[src/rtl/avr_mem_pkg.sv]
// -----------------------------------------------------------------------------
// avr_mem_pkg
// Shared constants and types for the AVR data-RAM subsystem.
//   AW_DEFAULT        default data-RAM address width
//   MAX_WAIT_DEFAULT  default secondary-wait limit for the starvation guard
//   owner_e           which master owns the read data returning this cycle
// -----------------------------------------------------------------------------
package avr_mem_pkg;

   localparam int unsigned AW_DEFAULT       = 16;
   localparam int unsigned MAX_WAIT_DEFAULT = 15;

   typedef enum logic {
      OWN_CPU = 1'b0,
      OWN_DMA = 1'b1
   } owner_e;

endpackage : avr_mem_pkg

[src/rtl/starve_counter.sv]
// -----------------------------------------------------------------------------
// starve_counter
// Counts consecutive cycles a secondary request has been waiting and raises
// o_force once the wait reaches MAX_WAIT, so the arbiter can steal one cycle
// from the core. Only instantiated when DRAM_ARBITER_STARVE_GUARD_EN is set.
// Ports:
//   clock    in   system clock
//   reset    in   synchronous, active-high reset
//   i_req    in   secondary request pending
//   i_ack    in   secondary request taken this cycle
//   o_force  out  wait limit reached; grant the secondary this cycle
// -----------------------------------------------------------------------------
module starve_counter
   import avr_mem_pkg::*;
#(
   parameter int unsigned MAX_WAIT = MAX_WAIT_DEFAULT
) (
   input  logic clock,
   input  logic reset,
   input  logic i_req,
   input  logic i_ack,
   output logic o_force
);

   localparam logic [7:0] WAIT_LIMIT = 8'(MAX_WAIT);

   logic [7:0] r_wait;

   // NOTE: reset is sampled on the clock edge (synchronous), so it lives
   // inside the edge-triggered block rather than in the sensitivity list.
   always_ff @(posedge clock) begin
      if (reset) begin
         r_wait <= '0;
      end else if (i_ack || !i_req) begin
         r_wait <= '0;
      end else if (r_wait != 8'hFF) begin
         r_wait <= r_wait + 8'd1;
      end
   end

   assign o_force = (r_wait >= WAIT_LIMIT);

endmodule : starve_counter

[src/rtl/dram_arbiter.sv]
// -----------------------------------------------------------------------------
// dram_arbiter
// Shares the single-port data RAM (1-cycle registered read) between the AVR
// core (fixed priority) and a secondary master (req/ack handshake) that is
// served in cycles the core leaves free.
// Build option:
//   DRAM_ARBITER_STARVE_GUARD_EN  when defined, a secondary request that has
//   waited MAX_WAIT cycles is granted by stalling the core for one cycle.
//   When undefined the secondary may starve and cpu_stall is constant 0.
// Ports:
//   clock, reset                        clock, synchronous active-high reset
//   cpu_req/address/wren/data_o         core access request
//   cpu_data_i, cpu_stall               read data / access not taken
//   dma_req/address/wren/wdata          secondary access request
//   dma_ack, dma_rdata, dma_rvalid      request taken / read data / valid
//   mem_address/data_o/wren, mem_data_i RAM port
// -----------------------------------------------------------------------------
module dram_arbiter
   import avr_mem_pkg::*;
#(
   parameter int unsigned AW       = AW_DEFAULT,
   parameter int unsigned MAX_WAIT = MAX_WAIT_DEFAULT
) (
   input  logic          clock,
   input  logic          reset,
   input  logic          cpu_req,
   input  logic [AW-1:0] cpu_address,
   input  logic          cpu_wren,
   input  logic [7:0]    cpu_data_o,
   output logic [7:0]    cpu_data_i,
   output logic          cpu_stall,
   input  logic          dma_req,
   input  logic [AW-1:0] dma_address,
   input  logic          dma_wren,
   input  logic [7:0]    dma_wdata,
   output logic          dma_ack,
   output logic [7:0]    dma_rdata,
   output logic          dma_rvalid,
   output logic [AW-1:0] mem_address,
   output logic [7:0]    mem_data_o,
   output logic          mem_wren,
   input  logic [7:0]    mem_data_i
);

   if (MAX_WAIT < 1 || MAX_WAIT > 255) begin : g_bad_max_wait
      $error("dram_arbiter: MAX_WAIT must be in 1..255");
   end

   logic   w_force;
   logic   w_gnt_dma;
   logic   w_gnt_cpu;
   logic   w_wren;
   owner_e r_owner;

`ifdef DRAM_ARBITER_STARVE_GUARD_EN
   starve_counter #(
      .MAX_WAIT (MAX_WAIT)
   ) u_starve_counter (
      .clock   (clock),
      .reset   (reset),
      .i_req   (dma_req),
      .i_ack   (dma_ack),
      .o_force (w_force)
   );

   assign cpu_stall = cpu_req & w_gnt_dma & ~reset;
`else
   assign w_force   = 1'b0;
   assign cpu_stall = 1'b0;
`endif

   // Core has priority unless the starvation guard forces a secondary slot.
   assign w_gnt_dma = dma_req & (~cpu_req | w_force);
   assign w_gnt_cpu = cpu_req & ~w_gnt_dma;
   assign dma_ack   = w_gnt_dma & ~reset;

   // NOTE: every signal written here gets a default first, so no path through
   // the block leaves one unassigned and no latch is inferred.
   always_comb begin
      mem_address = cpu_address;
      mem_data_o  = cpu_data_o;
      w_wren      = w_gnt_cpu & cpu_wren;
      if (w_gnt_dma) begin
         mem_address = dma_address;
         mem_data_o  = dma_wdata;
         w_wren      = dma_wren;
      end
   end

   assign mem_wren = w_wren & ~reset;

   // The owner of the next cycle's RAM read data is exactly the "secondary
   // read was granted last cycle" condition, so one register serves as both
   // the owner flag and the dma_rvalid state.
   // NOTE: state registers use non-blocking assignment so every flop samples
   // the pre-edge values regardless of process ordering.
   always_ff @(posedge clock) begin
      if (reset) begin
         r_owner <= OWN_CPU;
      end else begin
         r_owner <= (w_gnt_dma && !dma_wren) ? OWN_DMA : OWN_CPU;
      end
   end

   // Masking with reset drops the read data of a grant made just before
   // reset rose.
   assign dma_rvalid = (r_owner == OWN_DMA) & ~reset;

   // RAM read data is routed to both masters; each knows when it is its own.
   assign dma_rdata  = mem_data_i;
   assign cpu_data_i = mem_data_i;

endmodule : dram_arbiter

[config.mk]
export PLATFORM = sky130hd
export DESIGN_NAME = dram_arbiter
export DESIGN_NICKNAME = d
export VERILOG_FILES = /design/src/rtl/avr_mem_pkg.sv /design/src/rtl/starve_counter.sv /design/src/rtl/dram_arbiter.sv
export SDC_FILE = /design/constraint.sdc
export NUM_CORES = 1
export LEC_CHECK = 0
export BUFFER_PORTS_ARGS = -buffer_cell sky130_fd_sc_hd__buf_2
export CAP_MARGIN = 20
export CELL_PAD_IN_SITES_DETAIL_PLACEMENT = 0
export CELL_PAD_IN_SITES_GLOBAL_PLACEMENT = 1
export CORE_AREA = 3 3 66 62
export CTS_CLUSTER_DIAMETER = 150
export DETAILED_ROUTE_END_ITERATION = 10
export DIE_AREA = 0 0 69 65
export HOLD_SLACK_MARGIN = 0.15
export PLACE_DENSITY_LB_ADDON = 0.1
export SLEW_MARGIN = 25
export SYNTH_ARGS = -nofsm -noshare
export SYNTH_HDL_FRONTEND = slang
export SYNTH_SLANG_ARGS = --single-unit
[constraint.sdc]
create_clock -name clock -period 1.5 [get_ports clock]
set_input_delay 0.225 -clock clock [delete_from_list [all_inputs] [get_ports clock]]
set_output_delay 0.225 -clock clock [all_outputs]
set_load 0.01 [all_outputs]
# Word-level counts from Yosys, hierarchy flattened
# Index checks and enable logic that the tools add are counted.
# Widths: inputs -> output; s select.
# word_totals
input_bits	62
word_cells	16
output_inout_bits	44
ff_bits	1
n_memories	0
mem_bits_rw	0
latch_bits	0
romBits	0
# op_classes
n_shift	0
bitwise_logic	9
n_mux	4
div	0
n_eq_ne	0
n_lt_le_gt_ge	0
reduce_logical	2
multipliers	0
n_addsub	0
# op_table
cell	count
$mux 16	1
$mux 8	1
$and 1x1->1	6
$not 1->1	3
$mux 1	2
$logic_and 1x1->1	1
$logic_not 1->1	1

# Longest topological paths before layout
# Gate-level depths: netlist of run 1.
# logic_depth
word_depth	7
ltp_mapped	4
depth_no_buf	2

# Worst setup path before layout of run 1
# No wires, ideal clock.
# synth_path
path_type	input port to output port
from	input port dma_req
to	output port mem_address[13]
slack_ps	344
n_path_buf	2
t_required_ps	1275
stages	4
arrival_ps	931
path_cell_list	nor2b_4 buf_6 buf_8 mux2_4
# synth_between
elab_chain_cells	2
# synth_rtl
item	line	source
start: declaration	dram_arbiter.sv:32	input logic dma_req,
$and 1x1->1	dram_arbiter.sv:73	assign w_gnt_dma = dma_req & (~cpu_req | w_force);
$mux 16	dram_arbiter.sv:83	if (w_gnt_dma) begin
end: declaration	dram_arbiter.sv:39	output logic [AW-1:0] mem_address,
# No other way between the ends.

# Final worst setup path of run 1
# layout_path
from	input port cpu_req
to	output port mem_address[2]
# layout_between
elab_chain_cells	3
# layout_rtl
item	line	source
start: declaration	dram_arbiter.sv:26	input logic cpu_req,
$not 1->1	dram_arbiter.sv:73	
$and 1x1->1	dram_arbiter.sv:73	
$mux 16	dram_arbiter.sv:83	
# No other way between the ends.

==> flow_results.org, run 1 <==
** Layout
- Ranked by flip-flop count, first place goes to r_owner.
- Number of diodes added for antenna fixing :: 0
- Cells with a size suffix above 1 make up 93.0% of the layout.
- Sequential cell area :: 20.0 um^2
- Post-layout net count :: ~180
- Biggest regs :: r_owner: 1 flops
- Number of flip-flops under the largest register name :: 1
- Count of fill cells added during filler insertion :: 390
- Summing all multi-input logic gate instances after layout gives 392 um^2.
- Relative to the synthesized area, the layout overhead comes to 54.9%.
- Once layout is done, the placed cells without fillers occupy 907 um^2.

** Critical path
- Highest-delay cell along the critical path :: mux2_2
- CP Cell Sequence :: buf_2 > nor2b_4 > buf_12 > mux2_2 > buf_2
- The critical path is of the in2out type.
- In this design, the critical path's most frequently occurring cell is buf_2.
- Kind of end point of the critical path :: primary output
- STA classifies the critical path startpoint as an input pin.
- Required time worst endpoint :: roughly 1300 ps
- Of all nets on the critical path, the largest fanout is 14.
- At the worst endpoint, the arrival time is 1170 ps.
- The largest single stage delay on the critical path is 330 ps.

** Run status
- Status :: finished, final reports clean

** Power and ir drop
- Power density over the cells :: 321 nW/um^2
- Switch share :: 33.5%
- Internal power :: 193 uW
- Max IR drop VDD :: 0.0813 mV
- The clock network is responsible for 0% of the overall power.
- Sequential cells account for under 10% of the total power.
- Summed over all nets, the switching power comes to around 98 uW.
- Combinational share of power :: 90.4%
- In this run the static leakage power is 0.000523 uW.

** Timing
- Final setup viols :: 0
- Final min period :: 1390 ps
- Max frequency :: a little over 700 MHz
- Final Hold Violating Endpoints :: 0
- Setup repair after global routing left no endpoint under its margin.
- The number of max-slew violations in the final report is 0.
- For the final routed database, the setup TNS stands at 0 ps.
- Final cycle utilization of the critical path :: approximately 93%

** Synth
- Post-Synthesis Cell Area :: between 500 and 600 um^2
- Among all flip-flop cells after synthesis, the most frequent one is dfxtp_1.
- Biggest area consumer among synthesized cells :: mux2_4
- Dividing the synthesized area by the synthesized cell count gives 11.0 um^2.
- After synthesis, flip-flops and latches occupy 3.42% of the total area.
- The top cell type by area accounts for 46.2% of the synthesized area.
- Yosys printed 0 warnings.
- After synthesis, the netlist uses 14 different library cells.
- After synthesis, the share of flip-flops with an asynchronous set or reset is 0%.
- Syn Inst Count :: 53
- In the synthesized netlist, the cells that appear most often are mux2_4 (18), buf_4 (17), mux2_2 (6), nor2b_1 (2).
- By area the synthesized netlist is led by mux2_4 (46%), buf_4 (22%), mux2_2 (12%).
- Total of flip-flops plus latches after synthesis :: 1
- Most common cell in the synthesized netlist :: mux2_4
- Post-Synthesis Net Count :: 115
- Number of flops mapped to enable cells by yosys :: 0

** Placement
- Detailed placement ended at an HPWL of around 1600 um.
- Once placement finished, the instance area stood at just over 900 um^2.
- Number of buffers inserted by port buffering :: 80
- At the end of routability-driven placement, the weighted congestion stood at 0.639.

** Floorplan
- Die boundary height :: 65 um
- The floorplan step defined a die boundary enclosing 4490 um^2.
- Starting utilization of the core area :: between 15 and 20%
- Core region area :: 3400 um^2
- Width of the die :: 69 um
- After floorplanning, the core was divided into 20 placement rows.
- Number of top-level design ports :: 106

** Detailed routing
- Total vias in the final route :: 592
- The routed design has roughly 1700 um of wire.
- Routed Antenna Nets :: 0
- For this run, the detailed router's first-pass iteration total came to 2.
- DRC violations left :: 0
- Via-to-Cell Ratio :: around 3.7
- For this block, the initial DRC count from the detailed router was 6.
- Dividing the detail-routed wire length by the instance count gives 10.8 um.

** Global routing
- Pin count of the biggest net entering global routing :: 15
- Wire length of the first global-routing pass :: 2610 um
- The number of global-route vias before repair is 575.
- Global-route congestion overflow total :: 0
- GRT Total Usage :: 6.76%
- The initial antenna violation count was 0.

** Flow run
- Max-cap violations in this run came to 0.

** Clocking
- Once the clock tree was built, the resizer swapped 0 gates to a different size.
- Number of buffers inserted by post-CTS setup repair :: 0
- Clock-pin slew was measured on the worst setup and hold paths at 0 ps.
- In this run, post-CTS hold repair placed 0 buffers.

** Worst hold path
- Hold Crit Class :: in2reg
==> power groups by stage <==
| stage | clock (uW) | sequential (uW) | combinational, uW |
|---|---|---|---|
| 6_report | 0 | 28.0 | 263 |
| 5_1_grt | 0 | 28.0 | 287 |
| 4_1_cts | 0 | 28.0 | 268 |
| 3_5_place_dp | 0 | 28.0 | 268 |
| 3_3_place_gp | 0 | 28.0 | 266 |
| 2_1_floorplan | 0 | 27.9 | 191 |
==> final cells by class <==
| type | instances | share of cell area, % |
|---|---|---|
| multi-input cells | 32 | 43.2 |
| repair buffers | 82 | 48.6 |
| well taps | 44 | 6.07 |
| flip-flops and latches | 1 | 2.21 |
==> critical path: cells and delay by family <==
| kind | cells | cell delay [ps] |
|---|---|---|
| buf+inv | 3 | 440 |
| mux | 1 | 330 |
| simple gates | 1 | 170 |
==> worst paths after layout <==
| path | startpoint | to | slack [ps] | depth (start not counted) |
|---|---|---|---|---|
| setup / recovery | cpu_req | mem_address[2] | 110 | 5 |
| hold / removal | dma_wren | r_owner$_SDFF_PP0_ | 410 | 2 |
==> metal layers <==
| layer | GRT usage, % | routed length, um | vias to the layer above | share of wire [%] |
|---|---|---|---|---|
| met4 | 0.244 | 0 | 0 | 0 |
| met1 | 6.35 | 453 | 263 | 26 |
| li1 | - | - | 288 | - |
| met3 | 1.71 | 214 | 0 | 13 |
| met2 | 15.0 | 1040 | 41 | 61 |
| met5 | 0 | 0 | - | 0 |
==> layout by cell type (no fill, tap or decap) <==
cell type / synthesis / final
buf_12: 1 / 2
nor3b_1: 1 / 1
mux2_4: 18 / 18
nand2_1: 1 / 1
mux2_2: 6 / 6
a21oi_1: 1 / 1
nand3b_1: 1 / 1
conb_1: 1 / 1
nor2b_1: 2 / 2
dfxtp_1: 1 / 1
buf_2: 0 / 80
nor2b_4: 1 / 1
==> cell families after synthesis <==
kind of cell | Yosys count | share of synthesized area, %
AO/OA/AOI/OAI | 1 | 0.854
multiplexers | 24 | 57.7
buffers and inverters | 20 | 29.7
flip-flops | 1 | 3.42
AND/OR/NAND/NOR | 6 | 7.69
other | 1 | 0.640
==> per-stage QoR <==
stage	instances	power (uW)	hold slack [ps]	utilization, %	setup WS [ps]
after CTS	159	296	420	26.7	93.6
final	159	291	414	26.7	109
after detailed placement	159	296	420	26.7	91.8
after global routing	159	315	433	26.7	47.3
after global placement	159	294	418	26.7	109
after floorplan	53	218	300	-	344
No activity file was read; power rests on OpenSTA's default activity.
==> run 2: changes to the inputs <==
RECOVER_POWER = 100   (was not set)
SYNTH_HIERARCHICAL = 1   (was not set)
==> flow_results.org, run 2 <==
** Run status
- The run finished with clean final reports.

** Floorplan
- Number of top-level design ports :: 106 (unchanged)
- The chip height is 65 um (unchanged).
- The placeable core area was 3400 um^2 (unchanged).
- The overall die width was 69 um (unchanged).
- Starting utilization of the core area :: 17.2% (unchanged)
- The die outline area was 4490 um^2 (unchanged).
- Row count :: 20 (unchanged)

** Timing
- The final period demand of the worst path is 1380 ps (-9.62 ps).
- The worst-case setup margin in the final layout is 119 ps (+9.62 ps).
- The number of max-slew violations in the final report is 0 (unchanged).
- Hold slack final :: 414 ps (-0.0220 ps)
- The number of hold-slack violations in the final timing report was 0 (unchanged).
- Max frequency :: 724 MHz (+0.70%)
- The aggregate negative setup slack was 0 ps (unchanged).
- The share of the clock period used by the worst path was 92.1% (-0.64 points).
- The final number of setup-violating endpoints came to 0 (unchanged).
- Setup repair after global routing left no endpoint under its margin.

** Synth
- The synthesized area divided by synthesized cell count came to 11.0 um^2 (unchanged).
- The total of flip-flops plus latches after synthesis is 1 (unchanged).
- Simple-gate portion of the synthesized area :: 7.69% (unchanged)
- After synthesis, the largest family of logic cells by area is multiplexers.
- Distinct cells, synth :: 14 (unchanged)
- Prevailing post-synth register cell :: dfxtp_1
- Syn Inst Count :: 53 (unchanged)
- The commonest cells after synthesis are mux2_4 (18), buf_4 (17), mux2_2 (6), nor2b_1 (2).
- The number of synthesis warnings is 6 (+6).
- Biggest area consumer among synthesized cells :: mux2_4
- Compound-gate portion of the synthesized area :: 0.855% (unchanged)
- Number of flops mapped to enable cells by yosys :: 0 (unchanged)
- The share of Yosys cell area claimed by the top area cell type is 46.2% (unchanged).
- The portion of the post-synthesis area used by sequential elements came to 3.42% (unchanged).
- Share of cell area taken by muxes after synthesis :: 57.7% (unchanged)
- By area the synthesized netlist is led by mux2_4 (46%), buf_4 (22%), mux2_2 (12%).
- The share of the synthesized netlist area taken by xor and xnor gates came to 0% (unchanged).
- The adder-cell share of the synthesized area came to 0% (unchanged).
- Post-Synthesis Cell Area :: 586 um^2 (unchanged)
- Post-Synthesis Net Count :: 115 (unchanged)
- In the post-synthesis netlist, the cell with the most instances is mux2_4.
- The post-synthesis async set-or-reset flop share was 0% (unchanged).

** Critical path
- Worst setup path startpoint :: cpu_req
- The peak per-stage delay on the critical path came to 340 ps (about the same).
- The worst setup path is captured at a primary output.
- The number of buffers and inverters on the critical path was 3 (unchanged).
- Worst path top cell family by delay :: buffers and inverters
- Highest fanout seen on the critical path :: 14 (unchanged)
- The path length in cells of the critical path came to 5 (unchanged).
- Highest-delay cell along the critical path :: mux2_2
- Element type at the critical path start :: input pin
- The most critical setup path has its endpoint at mem_address[1].
- The critical path goes through buf_2 > nor2b_4 > buf_12 > mux2_2 > clkbuf_1.
- The critical path is of the in2out type.
- Crit path DAT :: 1160 ps (about the same)
- Required time worst endpoint :: 1270 ps (about the same)

** Detailed routing
- DRT iter0 DRCs :: 5 (-1)
- The average detailed-routed wire length per instance was 10.7 um (-0.35%).
- Via-to-Cell Ratio :: 3.72 (unchanged)
- The remaining number of nets flagged by the antenna check after routing is 0 (unchanged).
- First-pass detailed-route iteration total :: 4 (+2)
- Total vias in the final route :: 592 (unchanged)
- DRC violations left :: 0 (unchanged)
- DRT Wirelength :: 1710 um (-0.35%)

** Layout
- The area taken by flip-flops and latches is 20.0 um^2 (unchanged).
- Biggest regs :: r_owner: 1 flops
- Fraction of final layout cells sized beyond drive strength 1 :: 71.3% (-22 points)
- The footprint of the multi-input gates came to 392 um^2 (unchanged).
- Number of diodes added for antenna fixing :: 0 (unchanged)
- The flip-flop count of the largest register, all copies and words added is 1 (unchanged).
- Post-layout net count :: 179 (unchanged)
- The non-filler instance count after layout is 159 (unchanged).
- Relative to the synthesized area, the layout overhead comes to 49.6%.
- Leaving out fill and tap cells, the most frequent cell in the layout is buf_2.
- Count of fill cells added during filler insertion :: 396 (+1.5%)
- Most frequent cells in the layout :: buf_2 (55), clkbuf_1 (25), mux2_4 (18), mux2_2 (6)
- Largest register by flop count :: r_owner

** Global routing
- The largest net degree at the start of global routing is 15 (unchanged).
- The initial antenna violation count was 0 (unchanged).
- The global-route congestion overflow total was 0 (unchanged).
- Wire length of the first global-routing pass :: 2610 um (unchanged)
- GRT Total Usage :: 6.76% (unchanged)
- Vias in the first global route :: 575 (unchanged)

** Clocking
- The clock slew seen by the registers of the worst setup and hold paths was 0 ps (unchanged).
- The number of buffers inserted by hold repair at cts was 0 (unchanged).
- Number of buffers inserted by post-CTS setup repair :: 0 (unchanged)
- Number of gates resized after CTS :: 0 (unchanged)

** Power and ir drop
- Max IR drop VDD :: 0.0756 mV (-7.0%)
- The relative contribution of sequential cells to total power was 10.0% (+0.4 points).
- Combinational share of power :: 90.0% (-0.4 points)
- The clock share of power came to 0% (unchanged).
- Switch share :: 35.5% (+1.9 points)
- Static power due to leakage :: 0.000451 uW (-14%)
- Power density over the cells :: 318 nW/um^2 (-0.79%)
- Sw Pwr :: 98.8 uW (+1.3%)
- Internal power :: 180 uW (-7.0%)

** Worst hold path
- Hold Crit Class :: in2reg

** Placement
- The half-perimeter wire length of the detailed placement result came to 1600 um (unchanged).
- The cell total after placement came to 159 (unchanged).
- The last weighted congestion value of the routability-driven placer was 0.639 (unchanged).
- Number of buffers inserted by port buffering :: 80 (unchanged)
- Pre-CTS setup slack :: 91.8 ps (unchanged)

** Flow run
- Number of max-cap violations :: 0 (unchanged)
run 2: cell counts after synthesis:
No cell type changed its count.
run 2: worst min-delay path by stage:
stage | cells after the start | slack, ps | endpoint | from
6_report | 2 | 410 | r_owner$_SDFF_PP0_ | dma_wren
5_1_grt | 2 | 430 | r_owner$_SDFF_PP0_ | dma_wren
4_1_cts | 2 | 420 | r_owner$_SDFF_PP0_ | dma_wren
3_5_place_dp | 2 | 420 | r_owner$_SDFF_PP0_ | dma_wren
3_3_place_gp | 2 | 420 | r_owner$_SDFF_PP0_ | dma_wren
2_1_floorplan | 1 | 300 | r_owner$_SDFF_PP0_ | reset
run 2: power by group through the flow:
stage	registers (uW)	logic [uW]	clock network, uW
3_5_place_dp	28.0	268	0
3_3_place_gp	28.0	266	0
4_1_cts	28.0	268	0
5_1_grt	28.0	274	0
6_report	28.0	251	0
2_1_floorplan	27.9	191	0
run 2: kinds of logic after synthesis:
| kind of cell | count (synthesis) |
|---|---|
| muxes | 24 |
| buffers and inverters | 20 |
| and+or+nand+nor | 6 |
| AOI/OAI and AO/OA | 1 |
| DFF | 1 |
| other | 1 |
run 2: per-stage QoR:
| step | util (%) | area [um^2] | total power (uW) |
|---|---|---|---|
| 2_1_floorplan | - | 586 | 218 |
| 3_3_place_gp | 26.7 | 907 | 294 |
| 3_5_place_dp | 26.7 | 907 | 296 |
| 4_1_cts | 26.7 | 907 | 296 |
| 5_1_grt | 25.7 | 876 | 302 |
| 6_report | 25.7 | 876 | 279 |
run 2: layout make-up:
cell class | instances | share of cell area [%]
Multi-Input combinational cell | 32 | 44.7
Sequential cell | 1 | 2.29
Tap cell | 44 | 6.29
Timing Repair Buffer | 82 | 46.7
run 2: layer usage:
layer  wire (um)  GRT usage [%]  vias up
met4           0          0.244        0
met2        1040           15.0       41
met3         215           1.71        0
met5           0              0        -
li1            -              -      288
met1         452           6.35      263
==> run 3: changes to the inputs <==
CAP_MARGIN = not set   (was 20)
GPL_TIMING_DRIVEN = 0   (was not set)
==> flow_results.org, run 3 (synthesized netlist as in run 2, its figures left out) <==
** Run status
- Status :: finished, final reports clean

** Floorplan
- Number of top-level design ports :: 106 (unchanged)
- The row count came to 20 (unchanged).
- Width of the die :: 69 um (unchanged)
- Core region area :: 3400 um^2 (unchanged)
- Starting utilization of the core area :: 17.2% (unchanged)
- Die boundary height :: 65 um (unchanged)
- Die ar. :: 4490 um^2 (unchanged)

** Critical path
- The maximum fanout along the worst path was 10 (-4).
- Worst Path Class, Setup :: in2out
- The worst setup path is captured at a primary output.
- Element type at the critical path start :: input pin
- The endpoint arrival time on the critical path was 1190 ps (+30 ps).
- Required time worst endpoint :: 1270 ps (about the same)

** Detailed routing
- First-pass detailed-route iteration total :: 2 (-2)
- Average wire length per cell after detail routing :: 9.54 um (-11%)
- After detailed routing, no signal wire sits above met3.
- The total wire length after detailed routing is 1840 um (+8.0%).
- Total vias in the final route :: 712 (+20%)
- Met1 wire length :: 550 um (+22%)
- DRT iter0 DRCs :: 2 (-3)
- DRC violations left :: 0 (unchanged)
- Total met2 wirelength after detailed routing :: 1060 um (+2.2%)
- Total length of routed met3 wires :: 230 um (+7.0%)
- Routed Antenna Nets :: 0 (unchanged)
- The detail-routed via count per cell is 3.69 (-0.92%).

** Clocking
- Hold-fix buffer count after cts :: 0 (unchanged)
- Worst-path clk slew :: 0 ps (unchanged)
- The post-cts sizing count was 0 (unchanged).
- Number of buffers inserted by post-CTS setup repair :: 0 (unchanged)

** Layout
- Fraction of final layout cells sized beyond drive strength 1 :: 72.5% (+1.2 points)
- Commonest non-fill, non-tap cell in the layout :: buf_2
- Count of fill cells added during filler insertion :: 384 (-3.0%)
- Biggest regs :: r_owner: 1 flops
- Sequential cell area :: 20.0 um^2 (unchanged)
- Final design utilization :: 31.7% (+6.0 points)
- The number of inserted diodes came to 0 (unchanged).
- The flip-flop count of the largest register, all copies and words added came to 1 (unchanged).
- The area growth from synthesis to layout is 84.4%.
- The register with the most flip-flops in the final layout is r_owner.
- Post-layout net count :: 213 (+19%)
- Most frequent cells in the layout :: buf_2 (56), clkbuf_1 (33), mux2_4 (18), buf_4 (17), clkbuf_2 (7)
- Multi-input logic area :: 392 um^2 (unchanged)

** Timing
- Final min period :: 1410 ps (+31.9 ps)
- Max frequency :: 708 MHz (-2.3%)
- Unrepaired setup endpoints after global routing :: false
- Sum Neg Setup Slack :: 0 ps (unchanged)
- The worst slack on hold paths was 409 ps (-5.21 ps).
- Final setup viols :: 0 (unchanged)
- Final cycle utilization of the critical path :: 94.2% (+2.1 points)
- The number of max-slew violations in the final report is 0 (unchanged).
- The number of hold-slack violations in the final timing report is 0 (unchanged).

** Flow run
- The count of max-cap constraint violations was 0 (unchanged).

** Placement
- Sum of net half-perimeters after detailed placement :: 1700 um (+6.6%)
- The count of input and output buffers came to 96 (+20%).
- Weighted congestion reported at the end of routability-driven placement :: 0.677 (+6.0%)

** Global routing
- Number of antenna violations at the first check in global routing :: 0 (unchanged)
- Pin count of the biggest net entering global routing :: 11 (-4)
- The number of global-route vias before repair came to 716 (+25%).
- GRT Total Usage :: 7.18% (+0.42 points)
- Global-route congestion overflow total :: 0 (unchanged)
- The first-pass GRT wire length came to 2880 um (+10%).

** Power and ir drop
- The maximum VDD drop was 0.0936 mV (+24%).
- Static power due to leakage :: 0.000581 uW (+29%)
- The total power density per cell area is 320 nW/um^2 (+0.48%).

** Worst hold path
- In this run the worst hold path is classified as in2reg.
## run 3: cell count changes in the layout (fill, tap and decap cells not counted)
cell	delta
buf_6	+1
buf_2	+1
buf_12	-1
clkbuf_2	+7
buf_4	+17
buf_8	+1
clkbuf_1	+8
## run 3: final timing paths
path / from / end / depth (start not counted)
setup / recovery: cpu_req / mem_data_o[0] / 6
hold / removal: dma_wren / r_owner$_SDFF_PP0_ / 2
## run 3: stage by stage
step	instance area [um^2]	instances	setup slack, ps	power [uW]
after global placement	1120	193	74.0	359
after floorplan	586	53	344	218
after CTS	1120	193	64.1	363
after detailed placement	1120	193	63.5	362
after global routing	1080	193	33.3	373
final	1080	193	86.9	345
## run 3: metal layers
layer	track usage (%)	up-vias
met3	1.71	0
met1	6.99	308
met4	0.488	0
li1	-	356
met5	0	-
met2	15.6	48
## run 3: final cells by class
type | instances | area share, %
Tap cell | 44 | 5.10
Multi-Input combinational cell | 32 | 36.3
Sequential cell | 1 | 1.85
Timing Repair Buffer | 96 | 40.7
Buffer | 20 | 16.1
## run 3: report_power, final
| part | leakage, uW | switching, uW | internal (uW) |
|---|---|---|---|
| Clock | 0 | 0 | 0 |
| Sequential | 0.00000814 | 0.140 | 27.9 |
| Combinational | 0.000572 | 124 | 194 |
| Total | 0.000581 | 124 | 221 |
## run 3: worst max-delay path, cell delays in order
cell and delay (ps):
buf_2 120, nor2b_4 100, buf_6 150, buf_8 160, mux2_4 300, clkbuf_2 130
